`src/rtl/ctrl_ramdrv_ringbuf_wr_pkg.sv`:
```
// rtl/ctrl_ramdrv_ringbuf_wr_pkg.sv - shared types and defaults for the ring-buffer write side
package ctrl_ramdrv_ringbuf_wr_pkg;

  localparam int DEF_ADDR_WIDTH = 12;
  localparam int DEF_DATA_WIDTH = 16;

  // Encoding is shared with the read-side address counter, keep values stable.
  typedef enum logic [1:0] {
    ST_UNINIT = 2'd0,
    ST_IDLE   = 2'd1,
    ST_PEND   = 2'd2,
    ST_WR     = 2'd3
  } wr_state_e;

endpackage

```
`src/rtl/ctrl_ramdrv_ringbuf_wr_if.sv`:
```
// rtl/ctrl_ramdrv_ringbuf_wr_if.sv - sample handshake and RAM write port bundle
interface ctrl_ramdrv_ringbuf_wr_if
  import ctrl_ramdrv_ringbuf_wr_pkg::*;
#(
  parameter int ADDR_WIDTH = DEF_ADDR_WIDTH,
  parameter int DATA_WIDTH = DEF_DATA_WIDTH
);

  logic                  smpl_valid;
  logic [DATA_WIDTH-1:0] smpl_data;
  logic                  smpl_ready;

  logic                  ram_we;
  logic [ADDR_WIDTH-1:0] ram_waddr;
  logic [DATA_WIDTH-1:0] ram_wdata;

  // Environment side: sample producer and RAM.
  modport master (
    output smpl_valid, smpl_data,
    input  smpl_ready, ram_we, ram_waddr, ram_wdata
  );

  // Controller side.
  modport slave (
    input  smpl_valid, smpl_data,
    output smpl_ready, ram_we, ram_waddr, ram_wdata
  );

endinterface

```
`src/rtl/ctrl_ramdrv_ptr_wrap.sv`:
```
// rtl/ctrl_ramdrv_ptr_wrap.sv - combinational pointer step with wrap inside [bptr, lptr]
module ctrl_ramdrv_ptr_wrap #(
  parameter int W         = 12,
  parameter bit DECREMENT = 1'b0
) (
  input  logic [W-1:0] ptr_i,
  input  logic [W-1:0] bptr_i,
  input  logic [W-1:0] lptr_i,
  output logic [W-1:0] next_o
);

  localparam logic [W-1:0] ONE = W'(1);

  // Increment wraps last->base; the decrement variant (read side) wraps base->last.
  always_comb begin
    next_o = ptr_i;
    if (DECREMENT) begin
      next_o = (ptr_i == bptr_i) ? lptr_i : ptr_i - ONE;
    end else begin
      next_o = (ptr_i == lptr_i) ? bptr_i : ptr_i + ONE;
    end
  end

endmodule

```
`src/rtl/ctrl_ramdrv_ringbuf_wr.sv`:
```
// rtl/ctrl_ramdrv_ringbuf_wr.sv - ring-buffer write-side controller for the RAM sample segment
module ctrl_ramdrv_ringbuf_wr
  import ctrl_ramdrv_ringbuf_wr_pkg::*;
#(
  parameter int ADDR_WIDTH = DEF_ADDR_WIDTH,
  parameter int DATA_WIDTH = DEF_DATA_WIDTH
) (
  input  logic                  clk,
  input  logic                  rst,
  input  logic                  init,
  input  logic [ADDR_WIDTH-1:0] data_bptr,
  input  logic [ADDR_WIDTH-1:0] data_lptr,
  input  logic                  rd_busy,
  ctrl_ramdrv_ringbuf_wr_if.slave bus,
  output logic [ADDR_WIDTH-1:0] data_hptr,
  output logic [ADDR_WIDTH:0]   fill,
  output logic                  full,
  output logic                  smpl_new
);

  localparam logic [ADDR_WIDTH:0] FILL_ONE = (ADDR_WIDTH+1)'(1);

  wr_state_e             state_q, state_d;
  logic [ADDR_WIDTH-1:0] bptr_q, lptr_q, hptr_q;
  logic [ADDR_WIDTH:0]   fill_q;
  logic [DATA_WIDTH-1:0] hold_q;
  logic [ADDR_WIDTH-1:0] waddr_q;
  logic [DATA_WIDTH-1:0] wdata_q;
  logic                  smpl_new_q;

  logic                  ready_c;
  logic                  wr_fire;
  logic                  accept;
  logic [ADDR_WIDTH-1:0] next_ptr;
  logic [ADDR_WIDTH:0]   seg_size;
  logic [ADDR_WIDTH:0]   fill_next;

  ctrl_ramdrv_ptr_wrap #(
    .W         (ADDR_WIDTH),
    .DECREMENT (1'b0)
  ) u_wrap (
    .ptr_i  (hptr_q),
    .bptr_i (bptr_q),
    .lptr_i (lptr_q),
    .next_o (next_ptr)
  );

  // Segment size is one wider than the address so a full-range segment still fits.
  // lptr < bptr is not a legal configuration; the result is then meaningless.
  assign seg_size  = {1'b0, lptr_q} - {1'b0, bptr_q} + FILL_ONE;
  assign fill_next = (fill_q >= seg_size) ? seg_size : fill_q + FILL_ONE;
  assign accept    = ready_c & bus.smpl_valid;

  // Next-state and handshake/write strobes; init overrides everything but reset.
  always_comb begin
    state_d = state_q;
    ready_c = 1'b0;
    wr_fire = 1'b0;
    if (init) begin
      state_d = ST_IDLE;
    end else begin
      case (state_q)
        ST_UNINIT: state_d = ST_UNINIT;
        ST_IDLE: begin
          ready_c = 1'b1;
          if (bus.smpl_valid) begin
            state_d = rd_busy ? ST_PEND : ST_WR;
          end
        end
        ST_PEND: begin
          if (!rd_busy) begin
            state_d = ST_WR;
          end
        end
        ST_WR: begin
          wr_fire = 1'b1;
          state_d = ST_IDLE;
        end
        default: state_d = ST_UNINIT;
      endcase
    end
  end

  // State register, falling-edge clocked like the rest of the RAM driver.
  always_ff @(negedge clk) begin
    if (rst) begin
      state_q <= ST_UNINIT;
    end else begin
      state_q <= state_d;
    end
  end

  // Hold register captures the sample at handshake so it survives a PEND wait.
  always_ff @(negedge clk) begin
    if (rst) begin
      hold_q <= '0;
    end else if (accept) begin
      hold_q <= bus.smpl_data;
    end
  end

  // Segment bounds, head pointer and fill level.
  always_ff @(negedge clk) begin
    if (rst) begin
      bptr_q <= '0;
      lptr_q <= '0;
      hptr_q <= '0;
      fill_q <= '0;
    end else if (init) begin
      bptr_q <= data_bptr;
      lptr_q <= data_lptr;
      hptr_q <= data_lptr;
      fill_q <= '0;
    end else if (wr_fire) begin
      hptr_q <= next_ptr;
      fill_q <= fill_next;
    end
  end

  // Last written address/data are kept so the RAM port is stable between writes.
  always_ff @(negedge clk) begin
    if (rst) begin
      waddr_q    <= '0;
      wdata_q    <= '0;
      smpl_new_q <= 1'b0;
    end else begin
      smpl_new_q <= wr_fire;
      if (wr_fire) begin
        waddr_q <= next_ptr;
        wdata_q <= hold_q;
      end
    end
  end

  assign bus.smpl_ready = ready_c;
  assign bus.ram_we     = wr_fire;
  assign bus.ram_waddr  = wr_fire ? next_ptr : waddr_q;
  assign bus.ram_wdata  = wr_fire ? hold_q : wdata_q;

  assign data_hptr = hptr_q;
  assign fill      = fill_q;
  assign full      = (fill_q == seg_size);
  assign smpl_new  = smpl_new_q;

endmodule

```
`src/flat_wrapper.sv`:
```
// flat-port wrapper written by rule: the top's interface ports become plain ports
module ctrl_ramdrv_ringbuf_wr_flat import ctrl_ramdrv_ringbuf_wr_pkg::*;
#(
  parameter int ADDR_WIDTH = DEF_ADDR_WIDTH,
  parameter int DATA_WIDTH = DEF_DATA_WIDTH
)
  (clk, rst, init, data_bptr, data_lptr, rd_busy, data_hptr, fill, full, smpl_new, bus_smpl_valid, bus_smpl_data, bus_smpl_ready, bus_ram_we, bus_ram_waddr, bus_ram_wdata);
  ctrl_ramdrv_ringbuf_wr_if #(.ADDR_WIDTH(ADDR_WIDTH), .DATA_WIDTH(DATA_WIDTH)) bus_i ();
  input  logic clk;
  input  logic rst;
  input  logic init;
  input  logic [ADDR_WIDTH-1:0] data_bptr;
  input  logic [ADDR_WIDTH-1:0] data_lptr;
  input  logic rd_busy;
  output logic [ADDR_WIDTH-1:0] data_hptr;
  output logic [ADDR_WIDTH:0] fill;
  output logic full;
  output logic smpl_new;
  input wire logic [$bits(bus_i.smpl_valid)-1:0] bus_smpl_valid;
  input wire logic [$bits(bus_i.smpl_data)-1:0] bus_smpl_data;
  output wire logic [$bits(bus_i.smpl_ready)-1:0] bus_smpl_ready;
  output wire logic [$bits(bus_i.ram_we)-1:0] bus_ram_we;
  output wire logic [$bits(bus_i.ram_waddr)-1:0] bus_ram_waddr;
  output wire logic [$bits(bus_i.ram_wdata)-1:0] bus_ram_wdata;
  assign bus_i.smpl_valid = bus_smpl_valid;
  assign bus_i.smpl_data = bus_smpl_data;
  assign bus_smpl_ready = bus_i.smpl_ready;
  assign bus_ram_we = bus_i.ram_we;
  assign bus_ram_waddr = bus_i.ram_waddr;
  assign bus_ram_wdata = bus_i.ram_wdata;
  ctrl_ramdrv_ringbuf_wr #(.ADDR_WIDTH(ADDR_WIDTH), .DATA_WIDTH(DATA_WIDTH)) u_core (.clk(clk), .rst(rst), .init(init), .data_bptr(data_bptr), .data_lptr(data_lptr), .rd_busy(rd_busy), .bus(bus_i), .data_hptr(data_hptr), .fill(fill), .full(full), .smpl_new(smpl_new));
endmodule
```
`config.mk`:
```
export PLATFORM = sky130hd
export DESIGN_NAME = ctrl_ramdrv_ringbuf_wr_flat
export DESIGN_NICKNAME = d
export VERILOG_FILES = /design/src/rtl/ctrl_ramdrv_ringbuf_wr_pkg.sv /design/src/rtl/ctrl_ramdrv_ringbuf_wr_if.sv /design/src/rtl/ctrl_ramdrv_ptr_wrap.sv /design/src/rtl/ctrl_ramdrv_ringbuf_wr.sv /design/src/flat_wrapper.sv
export SDC_FILE = /design/constraint.sdc
export NUM_CORES = 1
export LEC_CHECK = 0
export ABC_AREA = 1
export CORE_AREA = 2 2 96 121
export CTS_CLUSTER_DIAMETER = 40
export DETAILED_ROUTE_END_ITERATION = 8
export DIE_AREA = 0 0 98 123
export HOLD_SLACK_MARGIN = 0.06
export PLACE_DENSITY = 0.79
export SETUP_SLACK_MARGIN = 0.5
export SYNTH_ARGS = -nofsm -noshare
export SYNTH_HDL_FRONTEND = slang
export SYNTH_SLANG_ARGS = --single-unit
```
`constraint.sdc`:
```
create_clock -name clk -period 5.8 [get_ports clk]
set_input_delay 1.45 -clock clk [delete_from_list [all_inputs] [get_ports clk]]
set_output_delay 1.45 -clock clk [all_outputs]
set_load 0.005 [all_outputs]
```
==> out/results.txt, run 1 <==
status - did not finish
Failed at - 5_1_grt
Error - [ERROR GRT-0232] Routing congestion too high. Check the congestion heatmap in the GUI.
Net Count, Synth - 892
io pins - 102
Initial Util - 0.5161
CTS Buffer Depth - 2
post-place instance area - 7789 µm²
#FFs+latches synth - 96
Worst-path end type - top-level output
dpl hpwl - 12.27 mm
largest net degree at the start of global routing - 38
IO buf count - 101
Post-CTS Hold Buffers - 0
library cells used by synthesis - 33
Post-Syn Area - 5637 µm²
Avg Inst Size Synth - 7.011 µm²
Die W - 98 µm
Worst endpoint, post-GRT repair - full
Final Wtd Congestion - 0.9570
Syn. warnings - 0
post-synthesis sequential area ratio - 0.3410
Die Y - 123 µm
number of H-tree levels - 3
clk root buf - clkbuf_16
total global-route track usage - 0.9903
total grt overflow - 1147
clk sink count - 96
Rows - 43
Post-Syn Instances - 804
Num CTS Buffers - 9
-- cells in the mapped netlist --
cell type	n	area share
buf_2	9	0.0080
nand4_1	9	0.010
fa_1	1	0.0036
dfxtp_1	96	0.34
o211ai_1	1	0.0013
nand2_2	11	0.012
a21oi_1	83	0.074
nor2_1	56	0.037
clkbuf_1	20	0.013
o21ai_0	32	0.028
nor2_2	3	0.0033
inv_1	94	0.063
nand3_2	11	0.020
a21boi_0	12	0.016
nand3b_1	3	0.0040
inv_2	1	0.00067
o22ai_1	2	0.0022
nand2_1	193	0.13
buf_6	1	0.0020
buf_4	1	0.0013
buf_1	2	0.0013
o21ai_1	2	0.0018
and2_1	1	0.0011
nand3_1	61	0.054
o21bai_1	2	0.0027
or2_2	16	0.018
xnor2_1	12	0.019
nor3_2	1	0.0018
nor3_1	3	0.0027
ha_1	42	0.093
a211oi_1	1	0.0013
xor2_1	21	0.033
nor2_4	1	0.0020
-- per-stage QoR --
| stage | instances | TNS (ps) | setup slack (ps) |
|---|---|---|---|
| 2_1_floorplan | 804 | -773.0 | -773.0 |
| 4_1_cts | 1324 | -17980 | -1423 |
| 3_5_place_dp | 1127 | -15510 | -1405 |
| 3_3_place_gp | 1127 | -15070 | -1340 |
-- routing by layer --
layer / overflow / global-route usage
met5: 1 / 0.2821
met4: 317 / 1.225
met3: 7 / 0.7179
met2: 817 / 1.331
met1: 5 / 0.8414
-- cells by family after synthesis --
family / Yosys count / synth area share
buffers and inverters: 128 / 0.08923
XOR/XNOR: 33 / 0.05128
AND/OR/NAND/NOR: 369 / 0.2943
adder cells (fa/ha/maj): 43 / 0.09678
flip-flops: 96 / 0.3410
AO/OA/AOI/OAI: 135 / 0.1274
-- what timing repair did --
item | 4_1_cts
endpoints found under the setup margin | 147
pin swaps | 44
gates resized for setup | 451
gates cloned | 4
setup buffers | 82
==> inputs of run 2 (changes only) <==
--- a/config.mk
+++ b/config.mk
@@ -6,13 +6,10 @@
 export NUM_CORES = 1
 export LEC_CHECK = 0
 export ABC_AREA = 1
-export CORE_AREA = 2 2 96 121
-export CTS_CLUSTER_DIAMETER = 40
+export CORE_AREA = 2 2 125 127
 export DETAILED_ROUTE_END_ITERATION = 8
-export DIE_AREA = 0 0 98 123
-export HOLD_SLACK_MARGIN = 0.06
-export PLACE_DENSITY = 0.79
-export SETUP_SLACK_MARGIN = 0.5
+export DIE_AREA = 0 0 127 129
+export PLACE_DENSITY_LB_ADDON = 0.15
 export SYNTH_ARGS = -nofsm -noshare
 export SYNTH_HDL_FRONTEND = slang
 export SYNTH_SLANG_ARGS = --single-unit
==> out/results.txt, run 2 <==
status - complete, but fails checks (was did not finish)
failing checks - setup timing
worst slew pin tran - 913.4 ps
Die Y - 129 µm (was 123 µm)
#FFs+latches synth - 96 (unchanged)
Post-synth EDFFs - 0 (unchanged)
clock power share - 0.382
WL/cell - 14.80 µm
Worst setup EP type - output port
dpl hpwl - 12.53 mm (was 12.27 mm)
clk sink count - 96 (unchanged)
Power Density - 223.3 nW/µm²
proportion of synthesized area in mux cells - 0 (unchanged)
Core Box Area - 14980 µm²
ranking of synthesized cells by area - dfxtp_1 34%, nand2_1 13%, ha_1 9.3% (unchanged)
post-place instance area - 7828 µm² (was 7789 µm²)
Worst-Skew Late Latency - 450 ps
Yosys top cell area share - 0.3410 (unchanged)
Crit path required time - 4350 ps
final setup margin - -1448 ps
DR pass1 iterations - 8
WS Path Type - flip-flop to output port
DR vias/cell - 4.881
antenna violations before repair - 0
Routed WL - 20.98 mm
worst vdd rail ir drop - 0.0001689 V
arrival time at the worst endpoint - 5800 ps
Post-CTS Hold Buffers - 0 (unchanged)
CTS Buffer Depth - 2 (unchanged)
part of the power in registers - 0.310
Final Net Count - 1312
Main synth FF type - dfxtp_1 (unchanged)
simple-gate share of the synthesized area - 0.2943 (unchanged)
largest net degree at the start of global routing - 54
logic gate share of total power - 0.308
complex-gate fraction of the synthesized area - 0.1274 (unchanged)
post-synthesis sequential area ratio - 0.3410 (unchanged)
io pins - 102 (unchanged)
Rows - 45 (was 43)
Synth Area in XOR/XNOR - 0.05128 (unchanged)
total grt overflow - 0
Hold Crit Class - flip-flop to flip-flop
Net Count, Synth - 892 (unchanged)
# diodes - 0
fraction of registers with async set/reset - 0 (unchanged)
Die W - 127 µm (was 98 µm)
vias post-DR - 6917
top cells by count, synth - 193 x nand2_1, 96 x dfxtp_1, 94 x inv_1 (unchanged)
DP Cell Count - 1194 (was 1127)
share of post-route cells with drive strength above 1 - 0.3694
setup_tns - -15640 ps
Final Wtd Congestion - 0.8843 (was 0.9570)
Num CTS Buffers - 9 (unchanged)
IO buf count - 101 (unchanged)
Crit Path Max Fanout - 2
Post-Syn Area - 5637 µm² (unchanged)
largest area contributor in the netlist - dfxtp_1 (unchanged)
vias in the first global route - 6994
Final Util - 0.6788
DR iter-0 viols - 332
library cells used by synthesis - 33 (unchanged)
largest family of logic cells by synthesized area - simple AND/OR/NAND/NOR gates (unchanged)
clk root buf - clkbuf_16 (unchanged)
Net Switching - 0.8066 mW
max_cap viols - 0
max-slew violations - 0
post-synthesis adder-cell area fraction - 0.09678 (unchanged)
Finished Cell Area - 10170 µm²
global-route wire length before repair - 32.69 mm
commonest non-fill, non-tap cell in the layout - buf_4
Syn. warnings - 0 (unchanged)
drc violations - 0
Sw Share - 0.3553
total global-route track usage - 0.2523
TritonCTS clock tree - built
unrepaired setup endpoints after global routing - true
Final Hold Fails - 0
Setup crit start kind - flip-flop
Avg Inst Size Synth - 7.011 µm² (unchanged)
area delta synth->final - 80.36%
Finish-stage setup viols - 31
Slew HR - 0.3888
leakage - 5.252 nW
commonest non-fill, non-tap cells in the layout - 187 x buf_4, 178 x inv_1, 177 x nand2_1
Post-Syn Instances - 804 (unchanged)
r2r setup slk - -1100 ps
Layout Cells excl Fill - 1417
Initial Util - 0.3764 (was 0.5161)
top-count cell post-synth - nand2_1 (unchanged)
Routed Antenna Nets - 0
number of H-tree levels - 3 (unchanged)
clock-pin slew on the worst setup and hold paths - 40 ps
Pint - 1.464 mW
die area - 16380 µm²
Clock Skews - 48.68 ps
Power, Total - 2.270 mW
[run 2: cell counts after synthesis]
Identical to the previous run, type by type.
[run 2: power by group through the flow]
stage               Clock [mW]  Combinational, mW  Sequential [mW]
floorplan                0.101              0.222            0.710
global placement         0.101              0.416            0.707
detailed placement       0.101              0.418            0.708
CTS                      0.886              0.626            0.702
global route             0.973              0.753            0.703
finish                   0.867              0.700            0.703
[run 2: worst max-delay path, stage by stage (launching register included)]
cell     delay, ps
dfxtp_2        330
inv_2           50
ha_4           200
inv_2           60
ha_4           120
inv_2           40
fa_2           390
inv_2           80
nand3_2         80
nand3_4         80
buf_6          110
xor2_2         140
inv_1           60
ha_1           280
nand2_1         60
nor2_2         110
nand4_1        130
inv_1           70
buf_2          100
[run 2: path summary, 6_finish.rpt]
kind / from / endpoint / cells after the start
worst min register to register: u_core.waddr_q[6]$_SDFF_NP0_ / u_core.waddr_q[6]$_SDFF_NP0_ / 2
worst max-delay path: u_core.lptr_q[1]$_SDFFE_NP0P_ / full / 18
worst max register to register: u_core.lptr_q[1]$_SDFFE_NP0P_ / u_core.fill[9]$_SDFFE_NP0P_ / 57
worst min-delay path: u_core.waddr_q[6]$_SDFF_NP0_ / u_core.waddr_q[6]$_SDFF_NP0_ / 2
[run 2: metrics by stage]
stage          hold slack, ps  setup slack, ps
2_1_floorplan           437.8           -773.0
3_3_place_gp            444.5            -1355
3_5_place_dp            452.2            -1362
4_1_cts                 466.6            -1342
5_1_grt                 488.9            -1596
6_report                467.1            -1448
[run 2: routing by layer]
metal	part of all wire	global-route usage
met1	0.43	0.2951
met2	0.50	0.4273
met3	0.044	0.07193
met4	0.022	0.1222
met5	0	0
[run 2: cell families (layout without fill, tap and decap cells)]
family / count (synthesis) / in the layout
XOR/XNOR: 33 / 33
flip-flops: 96 / 96
adder cells (fa/ha/maj): 43 / 43
buffers and inverters: 128 / 553
AO/OA/AOI/OAI: 135 / 135
AND/OR/NAND/NOR: 369 / 369
[run 2: cell type report]
class / instances / area (µm²)
clock inverter: 103 / 426.7
sequential: 96 / 1969
timing repair buffer: 347 / 3065
fill: 1244 / 4811
tap: 188 / 235.2
inverter: 94 / 360.3
clock buffer: 9 / 225.2
multi-input combinational: 580 / 3884
[run 2: what timing repair did]
action / CTS / global route
endpoints found under the setup margin: 39 / 47
pin swaps: 37 / 42
cloned: 5 / 0
setup buffers: 104 / 20
gates resized for setup: 289 / 108
Note: power is estimated with default switching activity, not from simulation.
